### config.mk
export PLATFORM = sky130hd
export DESIGN_NAME = adc_ad4003_deser_mc
export DESIGN_NICKNAME = d
export VERILOG_FILES = /design/src/rtl/adc_ad4003_deser_mc.sv
export SDC_FILE = /design/constraint.sdc
export NUM_CORES = 1
export LEC_CHECK = 0
export ABC_AREA = 1
export ABC_CLOCK_PERIOD_IN_PS = 2300
export CAP_MARGIN = 10
export CORE_AREA = 2 2 191 193
export DETAILED_ROUTE_END_ITERATION = 7
export DIE_AREA = 0 0 193 195
export GPL_ROUTABILITY_DRIVEN = 0
export SKIP_LAST_GASP = 1
export SLEW_MARGIN = 0
export SYNTH_ARGS = -nofsm -noshare
export SYNTH_HDL_FRONTEND = slang
export SYNTH_SLANG_ARGS = --single-unit
### constraint.sdc
create_clock -name adc_read_clk -period 2.3 [get_ports adc_read_clk]
set_clock_uncertainty 0.2 [all_clocks]
set_input_delay 0.46 -clock adc_read_clk [delete_from_list [all_inputs] [get_ports adc_read_clk]]
set_output_delay 0.46 -clock adc_read_clk [all_outputs]
set_load 0.02 [all_outputs]
### src/rtl/adc_ad4003_deser_mc.sv
// -----------------------------------------------------------------------------
// adc_ad4003_deser_mc
// Framed multi-channel AD4003 SDO deserializer. N_CH lanes are shifted in
// MSB-first, one bit per enabled cycle, and latched together as parallel words
// at the end of every ADC_DATA_WIDTH-bit frame. Each completed frame produces a
// one-cycle data_valid pulse and increments a wrapping sample counter.
//
// Optional feature macro: ADC_DESER_OVERRUN_EN
//   defined   -> overrun is a sticky flag raised by a frame_start that
//                arrives while a frame is still being shifted in
//   undefined -> overrun is tied to 0 (abort behaviour is unchanged)
// -----------------------------------------------------------------------------
module adc_ad4003_deser_mc #(
   parameter int ADC_DATA_WIDTH = 18,
   parameter int N_CH           = 8,
   parameter int CNT_WIDTH      = 32
) (
   input  logic                             adc_read_clk,
   input  logic                             rst,
   input  logic                             frame_start,
   input  logic                             reader_en_sync,
   input  logic [N_CH-1:0]                  adc_sdo,
   output logic [N_CH*ADC_DATA_WIDTH-1:0]   adc_data,
   output logic                             data_valid,
   output logic [CNT_WIDTH-1:0]             sample_cnt,
   output logic                             busy,
   output logic                             overrun
);

   localparam int W   = ADC_DATA_WIDTH;
   localparam int BCW = (W > 2) ? $clog2(W) : 1;

   // Bit index of the final (LSB) bit of a frame.
   localparam logic [BCW-1:0] LAST_BIT = BCW'(W - 1);

   typedef enum logic [1:0] {
      ST_IDLE  = 2'd0,
      ST_SHIFT = 2'd1,
      ST_DONE  = 2'd2
   } state_t;

   // Per-lane word type; a packed array of these flattens so that channel k
   // lands at [k*W +: W] of the output bus.
   typedef logic [W-1:0] word_t;

   state_t                     state_q;
   logic [BCW-1:0]             bit_cnt_q;
   logic [N_CH-1:0][W-1:0]     sr_q;
   logic [N_CH-1:0][W-1:0]     sr_d;
   logic [N_CH-1:0][W-1:0]     adc_data_q;
   logic                       data_valid_q;
   logic [CNT_WIDTH-1:0]       sample_cnt_q;
   logic                       busy_q;

   // Next contents of every lane's shift register if the current SDO bit is taken.
   always_comb begin
      // NOTE: every combinational output gets a default before any loop or
      // branch, so no path can leave it unassigned and infer a latch.
      sr_d = '0;
      for (int k = 0; k < N_CH; k++) begin
         sr_d[k] = {sr_q[k][W-2:0], adc_sdo[k]};
      end
   end

   // Frame FSM: bit counting, shifting, word latch, valid pulse and sample count.
   always_ff @(posedge adc_read_clk) begin
      if (rst) begin
         state_q      <= ST_IDLE;
         bit_cnt_q    <= '0;
         // NOTE: the shift registers are cleared on reset like any other state
         // so a frame aborted by reset cannot leak stale bits into a later word.
         sr_q         <= '0;
         adc_data_q   <= '0;
         data_valid_q <= 1'b0;
         sample_cnt_q <= '0;
         busy_q       <= 1'b0;
      end else begin
         // NOTE: all sequential state uses non-blocking assignments, so every
         // right-hand side below sees the pre-edge value of each register.
         data_valid_q <= 1'b0;

         case (state_q)
            ST_IDLE: begin
               // A start pulse only arms the frame; the MSB arrives on a later cycle.
               if (frame_start) begin
                  state_q   <= ST_SHIFT;
                  bit_cnt_q <= '0;
                  sr_q      <= '0;
                  busy_q    <= 1'b1;
               end
            end

            ST_SHIFT: begin
               if (frame_start) begin
                  // Abort: drop the partial word and restart the frame in place.
                  bit_cnt_q <= '0;
                  sr_q      <= '0;
               end else if (reader_en_sync) begin
                  sr_q <= sr_d;
                  if (bit_cnt_q == LAST_BIT) begin
                     // Last bit: publish all lanes together with the valid pulse.
                     adc_data_q   <= sr_d;
                     data_valid_q <= 1'b1;
                     sample_cnt_q <= sample_cnt_q + CNT_WIDTH'(1);
                     bit_cnt_q    <= '0;
                     state_q      <= ST_DONE;
                  end else begin
                     bit_cnt_q <= bit_cnt_q + BCW'(1);
                  end
               end
               // reader_en_sync low: stall with count and shift registers held.
            end

            ST_DONE: begin
               // A start pulse here chains directly into the next frame.
               if (frame_start) begin
                  state_q   <= ST_SHIFT;
                  bit_cnt_q <= '0;
                  sr_q      <= '0;
                  busy_q    <= 1'b1;
               end else begin
                  state_q <= ST_IDLE;
                  busy_q  <= 1'b0;
               end
            end

            default: begin
               state_q   <= ST_IDLE;
               bit_cnt_q <= '0;
               busy_q    <= 1'b0;
            end
         endcase
      end
   end

`ifdef ADC_DESER_OVERRUN_EN
   logic overrun_q;

   // Sticky record that a frame was aborted by an early frame_start.
   always_ff @(posedge adc_read_clk) begin
      if (rst) begin
         overrun_q <= 1'b0;
      end else if ((state_q == ST_SHIFT) && frame_start) begin
         overrun_q <= 1'b1;
      end
   end

   assign overrun = overrun_q;
`else
   assign overrun = 1'b0;
`endif

   assign adc_data   = adc_data_q;
   assign data_valid = data_valid_q;
   assign sample_cnt = sample_cnt_q;
   assign busy       = busy_q;

endmodule

**Word-level counts from Yosys, hierarchy flattened**

Index checks and enable logic that the tools add are counted.

- Add/sub/neg operators: 2
- Equality and inequality tests: 9
- Multiplexer cells: 19
- Bitwise gates (word level): 3
- Reductions and logical operators: 9

Operators by type and width:

| operator | number |
|---|---|
| two-way mux 143 bit | 3 |
| one-hot mux 143 bit (2 select lines) | 1 |
| adder 32 x 1 -> 32 bit, second input constant | 1 |
| two-way mux 5 bit | 4 |
| one-hot mux 5 bit (2 select lines) | 1 |
| two-way mux 2 bit | 4 |
| != test 2 bit, second input constant | 4 |
| AND reduction 4 bit | 2 |
| one-hot mux 2 bit (3 select lines) | 1 |
| adder 5 x 1 -> 5 bit, second input constant | 1 |
| == test 5 bit, second input constant | 1 |
| two-way mux 1 bit | 4 |
| AND reduction 2 bit | 2 |
| OR reduction 4 bit | 1 |
| != test 3 bit, second input constant | 1 |
| inverter 1 bit | 3 |
| one-hot mux 1 bit (3 select lines) | 1 |
| AND reduction 3 bit | 1 |
| == test 2 x 1 -> 1 bit, second input constant | 1 |
| == test 2 bit, second input constant | 1 |
| logical NOT 2 bit | 1 |
| != test 2 x 1 -> 1 bit, second input constant | 1 |
| nonzero test 2 bit | 1 |
| OR reduction 2 bit | 1 |

- Register bits: 321
- Input bits: 12
- Logic and storage cells: 63

**Depth between registers and ports, before layout**

Gate-level depths: netlist (run 1).

- Depth after elaboration: 5
- Depth in mapped cells: 12
- Depth with buffers taken out: 11

**Least setup slack after synthesis (run 1)**

OpenSTA, ideal clock, no wires.

- Path kind: register to register
- Start: register sample_cnt_q[0], in the netlist sample_cnt[0]
- End: register sample_cnt_q[28], in the netlist sample_cnt[28]
- Setup time: 113 ps
- Arrival time: 1438 ps
- Data required time: 1987 ps
- Slack: 549 ps
- Stages on the path, launching flop included: 9
- Path through: dfxtp_1 > ha_1 > nand3_1 > nor2_1 > nand3_2 > nor2_1 > nand2_1 > nor2_1 > nor2_1

- Word-level cells in the longest chain between the ends: 1

RTL lines:

| item | RTL line | text |
|---|---|---|
| from (decl) | 52 | `logic [CNT_WIDTH-1:0] sample_cnt_q;` |
| from (signal assigned) | 104 | `sample_cnt_q <= sample_cnt_q + CNT_WIDTH'(1);` |
| adder 32 x 1 -> 32 bit | 104 |  |

No other way between the ends.
A chain may end at the register's enable or synchronous reset.

**Final worst setup path (run 1)**

- Start: register sample_cnt_q[3], in the netlist sample_cnt[3]
- End: output sample_cnt[3]

RTL lines:

| item | RTL line | text |
|---|---|---|
| to (decl) | 25 | `output logic [CNT_WIDTH-1:0] sample_cnt,` |

No word-level cell between the ends.

==> metrics.csv, run 1 <==
metric,value,unit
leakage power,6.09,nW
Worst Tran Pin Value,0.519,ns
I/O pin count,191,
top-area cell type share of the netlist area,52.5,%
peak supply drop,0.623,mV
post-synth net total,1623,
gr ovfl total,0,
DP Cell Count,2190,
Internal Power,9.14,mW
final hold violations,0,
layout cells sized above 1,6.29,%
"CTS clk-pin slew, worst paths",0.06,ns
CTS buffer count,37,
Setup WS post-layout,0.0593,ns
die width,193,um
drt wl/cell,13.9,um
sw frac,23.0,%
placement row count,69,
Synth Warn #,0,
clock power share,47.1,%
clock period minus worst slack,2.24,ns
final std cells w/o fill,2258,
Max clock buf depth,3,
TNS Setup,0,ns
Nets,1783,
starting density of the core,34.6,%
post-synthesis sequential area ratio,52.5,%
first-pass GRT wire length,51.8,mm
cell chain of the critical path,clkdlybuf4s50_1,
crit start category,flip-flop,
Post-synth top flop,dfxtp_1,
initial antenna violation count,2,
Clock H-tree levels,2,
Final Power,11.9,mW
crit path max fanout,5,
Port Buffer Count,189,
CP max-delay cell,clkdlybuf4s50_1,
pre-CTS setup slack,-0.0579,ns
Synth area leaders,"dfxtp_1 (52%), a21oi_1 (11%), o21ai_0 (9.9%)",
P&R area growth vs syn,29.5,%
initial detailed-routing violation count,575,
Root Buffer,clkbuf_16,
Psw,2.73,mW
post-CTS setup buffer count,0,
drt first pass iters,6,
Final HPWL DP,20.6,mm
die area,0.0376,sq mm
Sink Count,321,
number of buffers inserted by hold repair at cts,0,
Rel. slew slack,65.4,%
# setup viols final,0,
Slowest Stage Delay on Critical Path,0.65,ns
Reg power frac,48.0,%
kind of critical path,reg -> out,
RSZ-0062 raised after global routing,no,
vias per inst,4.75,
final WL,31.3,mm
"EDFF count, synth",0,
arrival time at the worst endpoint,1.58,ns
Hold Path Class,in -> reg,
asr flop ratio synth,0,%
Tcrit/Tclk final,97.4,%
max-cap violation count,0,
Buf/Inv on CP,1,
Yosys reg bits,321,
Routed Antenna Nets,0,
post-route cell area,0.0159,sq mm
Cell Pwr Density,749,mW/mm^2
Netlist cell types,30,
Remaining DRCs,0,
chip height,195,um
DP Area,0.0147,sq mm
largest area contributor in the netlist,dfxtp_1,
endpoint kind of the worst setup timing path,output pin,
Skew-Pair Late Insertion Delay,0.53,ns
FMAX,446,MHz
vias in the first global route,10100,
CORE AREA,0.0354,sq mm
CTS tree,done,
Synth Instances,1608,
WHS,0.154,ns
Final Util,44.8,%
CP top delay family,buffers and inverters,
"Cell Area, Synth",0.0122,sq mm
largest net degree at the start of global routing,85,
Comb pwr share,4.9,%
Final Max Tran Viols,0,
Avg Inst Size Synth,7.61,sq um
via count,10700,
outcome,"finished, final reports clean",
all-layer global routing usage,16.7,%
CP Data Required Time,1.64,ns
[per-layer routing]
| metal | track usage, % | vias to the layer above | share of wire, % |
|---|---|---|---|
| met4 | 4.71 | 2 | 2.1 |
| met1 | 22.5 | 4902 | 47 |
| li1 | - | 5536 | - |
| met2 | 26.2 | 225 | 45 |
| met3 | 4.44 | 57 | 6.3 |
| met5 | 0 | - | 0.045 |
[power by group through the flow]
| stage | Sequential [mW] | Clock (mW) | Combinational, mW |
|---|---|---|---|
| 6_report | 5.70 | 5.59 | 0.580 |
| 5_1_grt | 5.71 | 6.02 | 0.661 |
| 3_5_place_dp | 5.83 | 0 | 0.583 |
| 3_3_place_gp | 5.82 | 0 | 0.575 |
| 4_1_cts | 5.70 | 5.77 | 0.587 |
| 2_1_floorplan | 5.82 | 0 | 0.422 |
[Yosys cell counts, types with 4 or more instances]
cell / instances
buf_2: 46
buf_6: 8
nand2_1: 163
nor2_1: 263
inv_1: 161
o21ai_0: 243
a21oi_1: 259
nor2_2: 4
clkbuf_1: 47
dfxtp_1: 321
nor3_1: 6
nand3_1: 30
o21ai_1: 12
nand4_1: 9
buf_4: 8
[kinds of logic after synthesis]
family                     Yosys count  synth area share [%]
AOI/OAI and AO/OA                  521                  21.4
and+or+nand+nor                    483                  15.8
DFF                                321                  52.5
buffers and inverters              275                  9.66
xor gates and xnor gates             4                 0.286
adders and majority gates            3                 0.307
other                                1                0.0306
[final timing paths]
kind / startpoint / end / slack, ns / cells after the start
max: sample_cnt[3] / sample_cnt[3] / 0.06 / 1
min: rst / state_q[0] / 0.15 / 4
max reg2reg: bit_cnt_q[0] / sample_cnt[9] / 0.27 / 9
min reg2reg: sr_d[71] / adc_data[71] / 0.25 / 2
[cell usage in the layout (no fill, tap or decap), types with 12 or more instances in the layout]
cell	netlist	final
dfxtp_1	321	321
nor2_1	263	263
a21oi_1	259	259
o21ai_0	243	243
clkdlybuf4s50_1	0	170
nand2_1	163	162
inv_1	161	160
clkbuf_16	0	37
nand3_1	30	30
buf_4	8	28
clkbuf_1	47	15
buf_12	0	15
o21ai_1	12	12
dlymetal6s2s_1	0	12
[state kept, by name, summed over array words and instances, names as in the netlist]
signal	count
bit_cnt_q	5
sr_d	136
adc_data	144
sample_cnt	32
data_valid	1
busy	1
state_q	2
[repair_timing]
action                                 in CTS  in global routing
gates resized for setup                     6                 12
setup endpoints to repair                   6                 12
endpoints found under the hold margin       0                  0
[area by class of cell]
class                           count  area, sq um
Fill cell                        3604        19500
Clock inverter                     10          103
Antenna cell                        1         2.50
Multi-Input combinational cell   1012         4650
Inverter                          164          621
Sequential cell                   321         6430
Timing Repair Buffer              232         2420
Tap cell                          461          577
Clock buffer                       57         1050
Power figures use the tool's default switching activity.
==> run 2, diff against run 1 <==
CTS_CLUSTER_SIZE = 24   (was not set)
GPL_TIMING_DRIVEN = 0   (was not set)
==> metrics.csv, run 2 (same netlist as run 1, synthesis figures left out) <==
metric,value,unit,change
outcome,"finished, final reports clean",,unchanged
Worst Tran Pin Value,0.723,ns,was 0.519 ns
final hold violations,0,,unchanged
FMAX,448,MHz,was 446 MHz
Reg power frac,47.3,%,was 48.0%
Cell Pwr Density,758,mW/mm^2,was 749 mW/mm^2
CTS tree,done,,unchanged
placement row count,69,,unchanged
Slowest Stage Delay on Critical Path,0.67,ns,was 0.65 ns
first-pass GRT wire length,56.3,mm,was 51.8 mm
via count,11200,,was 10700
die area,0.0376,sq mm,unchanged
drt wl/cell,15.5,um,was 13.9 um
Nets,1849,,was 1783
clock period minus worst slack,2.23,ns,was 2.24 ns
Final HPWL DP,25.3,mm,was 20.6 mm
WHS,0.252,ns,was 0.154 ns
most frequent cells in the layout,"dfxtp_1 (321), nor2_1 (262), a21oi_1 (259)",,"was dfxtp_1 (321), nor2_1 (263), a21oi_1 (259)"
DP Cell Count,2257,,was 2190
Remaining DRCs,0,,unchanged
max-cap violation count,0,,unchanged
final WL,35.8,mm,was 31.3 mm
vias in the first global route,10500,,was 10100
CP top delay family,buffers and inverters,,unchanged
Comb pwr share,5.1,%,was 4.9%
arrival time at the worst endpoint,1.57,ns,was 1.58 ns
hold path startpoint,sr_d[17],,was rst
cell chain of the critical path,clkdlybuf4s50_1,,unchanged
P&R area growth vs syn,30.0,%,was 29.5%
peak supply drop,0.439,mV,was 0.623 mV
Clock H-tree levels,2,,unchanged
leakage power,6.13,nW,was 6.09 nW
layout cells sized above 1,7.34,%,was 6.29%
Rel. slew slack,51.8,%,was 65.4%
crit start category,flip-flop,,unchanged
CORE AREA,0.0354,sq mm,unchanged
# setup viols final,0,,unchanged
endpoint kind of the worst setup timing path,output pin,,unchanged
initial antenna violation count,3,,was 2
Hold Path Class,reg -> reg,,was in -> reg
R2R Path Start,bit_cnt_q[0],,unchanged
chip height,195,um,unchanged
Buf/Inv on CP,1,,unchanged
clock power share,47.6,%,was 47.1%
Root Buffer,clkbuf_16,,unchanged
crit path max fanout,4,,was 5
Port Buffer Count,188,,was 189
drt first pass iters,5,,was 6
CTS buffer count,36,,was 37
kind of critical path,reg -> out,,unchanged
starting density of the core,34.6,%,unchanged
sw frac,22.7,%,was 23.0%
I/O pin count,191,,unchanged
die width,193,um,unchanged
initial detailed-routing violation count,625,,was 575
Skew-Pair Late Insertion Delay,0.52,ns,was 0.53 ns
Psw,2.73,mW,about the same
Routed Antenna Nets,0,,unchanged
Internal Power,9.32,mW,was 9.14 mW
CP Data Required Time,1.64,ns,about the same
Sink Count,321,,unchanged
vias per inst,4.84,,was 4.75
"CTS clk-pin slew, worst paths",0.06,ns,about the same
final std cells w/o fill,2315,,was 2258
"commonest non-fill, non-tap cell in the layout",dfxtp_1,,unchanged
CP startpoint,sample_cnt[1],,was sample_cnt[3]
Max clock buf depth,3,,unchanged
RSZ-0062 raised after global routing,no,,unchanged
largest net degree at the start of global routing,14,,was 85
Largest register FFs,144,,unchanged
all-layer global routing usage,18.7,%,was 16.7%
gr ovfl total,0,,unchanged
Final Max Tran Viols,0,,unchanged
Tcrit/Tclk final,97.1,%,was 97.4%
CP max-delay cell,clkdlybuf4s50_1,,unchanged
run 2: power by group through the flow:
stage / Combinational (mW) / Clock (mW) / Sequential (mW)
6_report: 0.618 / 5.73 / 5.70
2_1_floorplan: 0.422 / 0 / 5.82
3_3_place_gp: 0.608 / 0 / 5.82
4_1_cts: 0.621 / 5.86 / 5.70
5_1_grt: 0.699 / 6.10 / 5.71
3_5_place_dp: 0.619 / 0 / 5.83
run 2: path summary, 6_finish.rpt:
| kind | slack [ns] | endpoint | cells after the start |
|---|---|---|---|
| hold / removal | 0.25 | sr_d[17] | 2 |
| setup / recovery | 0.07 | sample_cnt[1] | 1 |
| setup reg to reg | 0.17 | adc_data[21] | 8 |
| hold reg to reg | 0.25 | sr_d[17] | 2 |
run 2: area by class of cell:
| class | count | area [sq um] |
|---|---|---|
| plain buffers | 111 | 571 |
| flip-flops and latches | 321 | 6430 |
| inverters | 164 | 616 |
| well taps | 461 | 577 |
| repair buffers | 188 | 1900 |
| fillers | 3628 | 19500 |
| diodes | 1 | 2.50 |
| clock inverters | 8 | 108 |
| clock buffers | 49 | 1070 |
| multi-input cells | 1012 | 4640 |
run 2: repair_timing:
item,4_1_cts,5_1_grt
endpoints found under the hold margin,0,0
buffers inserted,0,0
setup endpoints to repair,3,27
hold buffers,0,0
resized for setup,3,14
run 2: stage by stage:
| stage | util, % | TNS [ns] | power [mW] | setup WS [ns] | area [sq um] |
|---|---|---|---|---|---|
| after global placement | 41.5 | -57.83 | 6.43 | -0.325 | 14700 |
| final | 44.9 | 0 | 12.1 | 0.0667 | 15900 |
| after floorplan | - | 0 | 6.24 | 0.549 | 12200 |
| after CTS | 44.9 | 0 | 12.2 | 0.000682 | 15900 |
| after global routing | 44.9 | 0 | 12.5 | 0.000371 | 15900 |
| after detailed placement | 41.5 | -68.12 | 6.44 | -0.363 | 14700 |
run 2: metal layers:
layer | track usage, % | up-vias | wire length (um)
li1 | - | 5650 | -
met1 | 24.9 | 5177 | 16300
met2 | 30.0 | 300 | 16200
met3 | 4.31 | 70 | 2290
met4 | 5.78 | 4 | 1040
met5 | 0 | - | 26
==> run 3, diff against run 2 <==
CTS_CLUSTER_SIZE = 20   (was 24)
==> metrics.csv, run 3 (same netlist as run 1, synthesis figures left out) <==
metric,value,unit,change
Routed Antenna Nets,0,,unchanged
final std cells w/o fill,2319,,was 2315
"CTS clk-pin slew, worst paths",0.06,ns,about the same
via count,11200,,about the same
P&R area growth vs syn,30.3,%,was 30.0%
Skew-Pair Late Insertion Delay,0.52,ns,about the same
FMAX,445,MHz,was 448 MHz
Worst Tran Pin Value,0.729,ns,was 0.723 ns
initial antenna violation count,3,,unchanged
peak supply drop,0.420,mV,was 0.439 mV
leakage power,6.12,nW,was 6.13 nW
cell chain of the critical path,clkdlybuf4s50_1,,unchanged
gr ovfl total,0,,unchanged
number of buffers inserted by hold repair at cts,0,,unchanged
most frequent cells in the layout,"dfxtp_1 (321), nor2_1 (262), a21oi_1 (259)",,unchanged
Buf/Inv on CP,1,,unchanged
clock period minus worst slack,2.25,ns,was 2.23 ns
CTS tree,done,,unchanged
starting density of the core,34.6,%,unchanged
pre-CTS setup slack,-0.363,ns,unchanged
CP startpoint,sample_cnt[1],,unchanged
Hold Path Class,reg -> reg,,unchanged
Max clock buf depth,3,,unchanged
Tcrit/Tclk final,97.6,%,was 97.1%
# setup viols final,0,,unchanged
Sink Count,321,,unchanged
outcome,"finished, final reports clean",,unchanged
CORE AREA,0.0354,sq mm,unchanged
Root Buffer,clkbuf_16,,unchanged
area of the multi-input gates,0.00464,sq mm,unchanged
RSZ-0062 raised after global routing,yes,,was no
"commonest non-fill, non-tap cell in the layout",dfxtp_1,,unchanged
placement row count,69,,unchanged
R2R Path Start,bit_cnt_q[0],,unchanged
drt first pass iters,5,,unchanged
first-pass GRT wire length,56.0,mm,was 56.3 mm
DP Cell Count,2257,,unchanged
WHS,0.252,ns,about the same
post-CTS setup buffer count,0,,unchanged
die area,0.0376,sq mm,unchanged
drt wl/cell,15.4,um,was 15.5 um
initial detailed-routing violation count,654,,was 625
TNS Setup,0,ns,unchanged
Remaining DRCs,0,,unchanged
chip height,195,um,unchanged
largest net degree at the start of global routing,14,,unchanged
post-route cell area,0.0160,sq mm,was 0.0159 sq mm
crit start category,flip-flop,,unchanged
Layout fillers,3607,,was 3628
Port Buffer Count,188,,unchanged
CTS buffer count,36,,unchanged
vias per inst,4.82,,was 4.84
Cell Pwr Density,765,mW/mm^2,was 758 mW/mm^2
arrival time at the worst endpoint,1.59,ns,was 1.57 ns
Nets,1849,,unchanged
crit path max fanout,4,,unchanged
kind of critical path,reg -> out,,unchanged
hold path startpoint,sr_d[17],,unchanged
flop-to-flop setup slack,0.17,ns,about the same
Slowest Stage Delay on Critical Path,0.68,ns,was 0.67 ns
Rel. slew slack,51.4,%,was 51.8%
layout cells sized above 1,7.43,%,was 7.34%
Setup WS post-layout,0.0548,ns,was 0.0667 ns
I/O pin count,191,,unchanged
storage element area,0.00643,sq mm,unchanged
final hold violations,0,,unchanged
CP Data Required Time,1.64,ns,about the same
max-cap violation count,0,,unchanged
Final HPWL DP,25.3,mm,unchanged
endpoint kind of the worst setup timing path,output pin,,unchanged
Final Max Tran Viols,0,,unchanged
die width,193,um,unchanged
vias in the first global route,10500,,about the same
Clock H-tree levels,2,,unchanged
Largest register FFs,144,,unchanged
CP max-delay cell,clkdlybuf4s50_1,,unchanged
CP top delay family,buffers and inverters,,unchanged
final WL,35.6,mm,was 35.8 mm
DP Area,0.0147,sq mm,unchanged
all-layer global routing usage,18.6,%,was 18.7%
[run 3: final timing paths]
kind,end,cells past startpoint
hold reg to reg,sr_d[17],2
hold / removal,sr_d[17],2
setup / recovery,sample_cnt[1],1
setup reg to reg,adc_data[131],9
[run 3: through the flow]
step | utilization, % | total power, mW
global route | 45.1 | 12.6
finish | 45.1 | 12.2
detailed placement | 41.5 | 6.44
global placement | 41.5 | 6.43
floorplan | - | 6.24
CTS | 45.0 | 12.4
[run 3: power by group]
group	internal (mW)	total [mW]	switching [mW]
Clock	3.63	5.89	2.26
Combinational	0.178	0.617	0.438
Sequential	5.67	5.70	0.0306
Total	9.48	12.2	2.72
[run 3: metal layers]
layer / track usage, % / vias to the layer above / routed length, um
met5: 0 / - / 26
met4: 6.06 / 4 / 1020
met3: 3.99 / 68 / 2230
met2: 29.9 / 288 / 16300
met1: 24.8 / 5150 / 16100
li1: - / 5664 / -
[run 3: layout make-up]
cell class / instances / area share, %
Sequential cell: 321 / 40.3
Multi-Input combinational cell: 1012 / 29.1
Timing Repair Buffer: 188 / 11.9
Clock buffer: 52 / 6.86
Inverter: 164 / 3.86
Tap cell: 461 / 3.62
Buffer: 111 / 3.56
Clock inverter: 9 / 0.847
Antenna cell: 1 / 0.0157
[run 3: repair_timing]
action,in CTS,in global routing
setup endpoints to repair,3,26
pin swaps,0,0
gates resized for setup,3,11
[run 3: tightest hold or removal path, cell delays in order, from the launching register on]
cell     delay (ns)
dfxtp_1        0.30
inv_1          0.06
a21oi_1        0.05
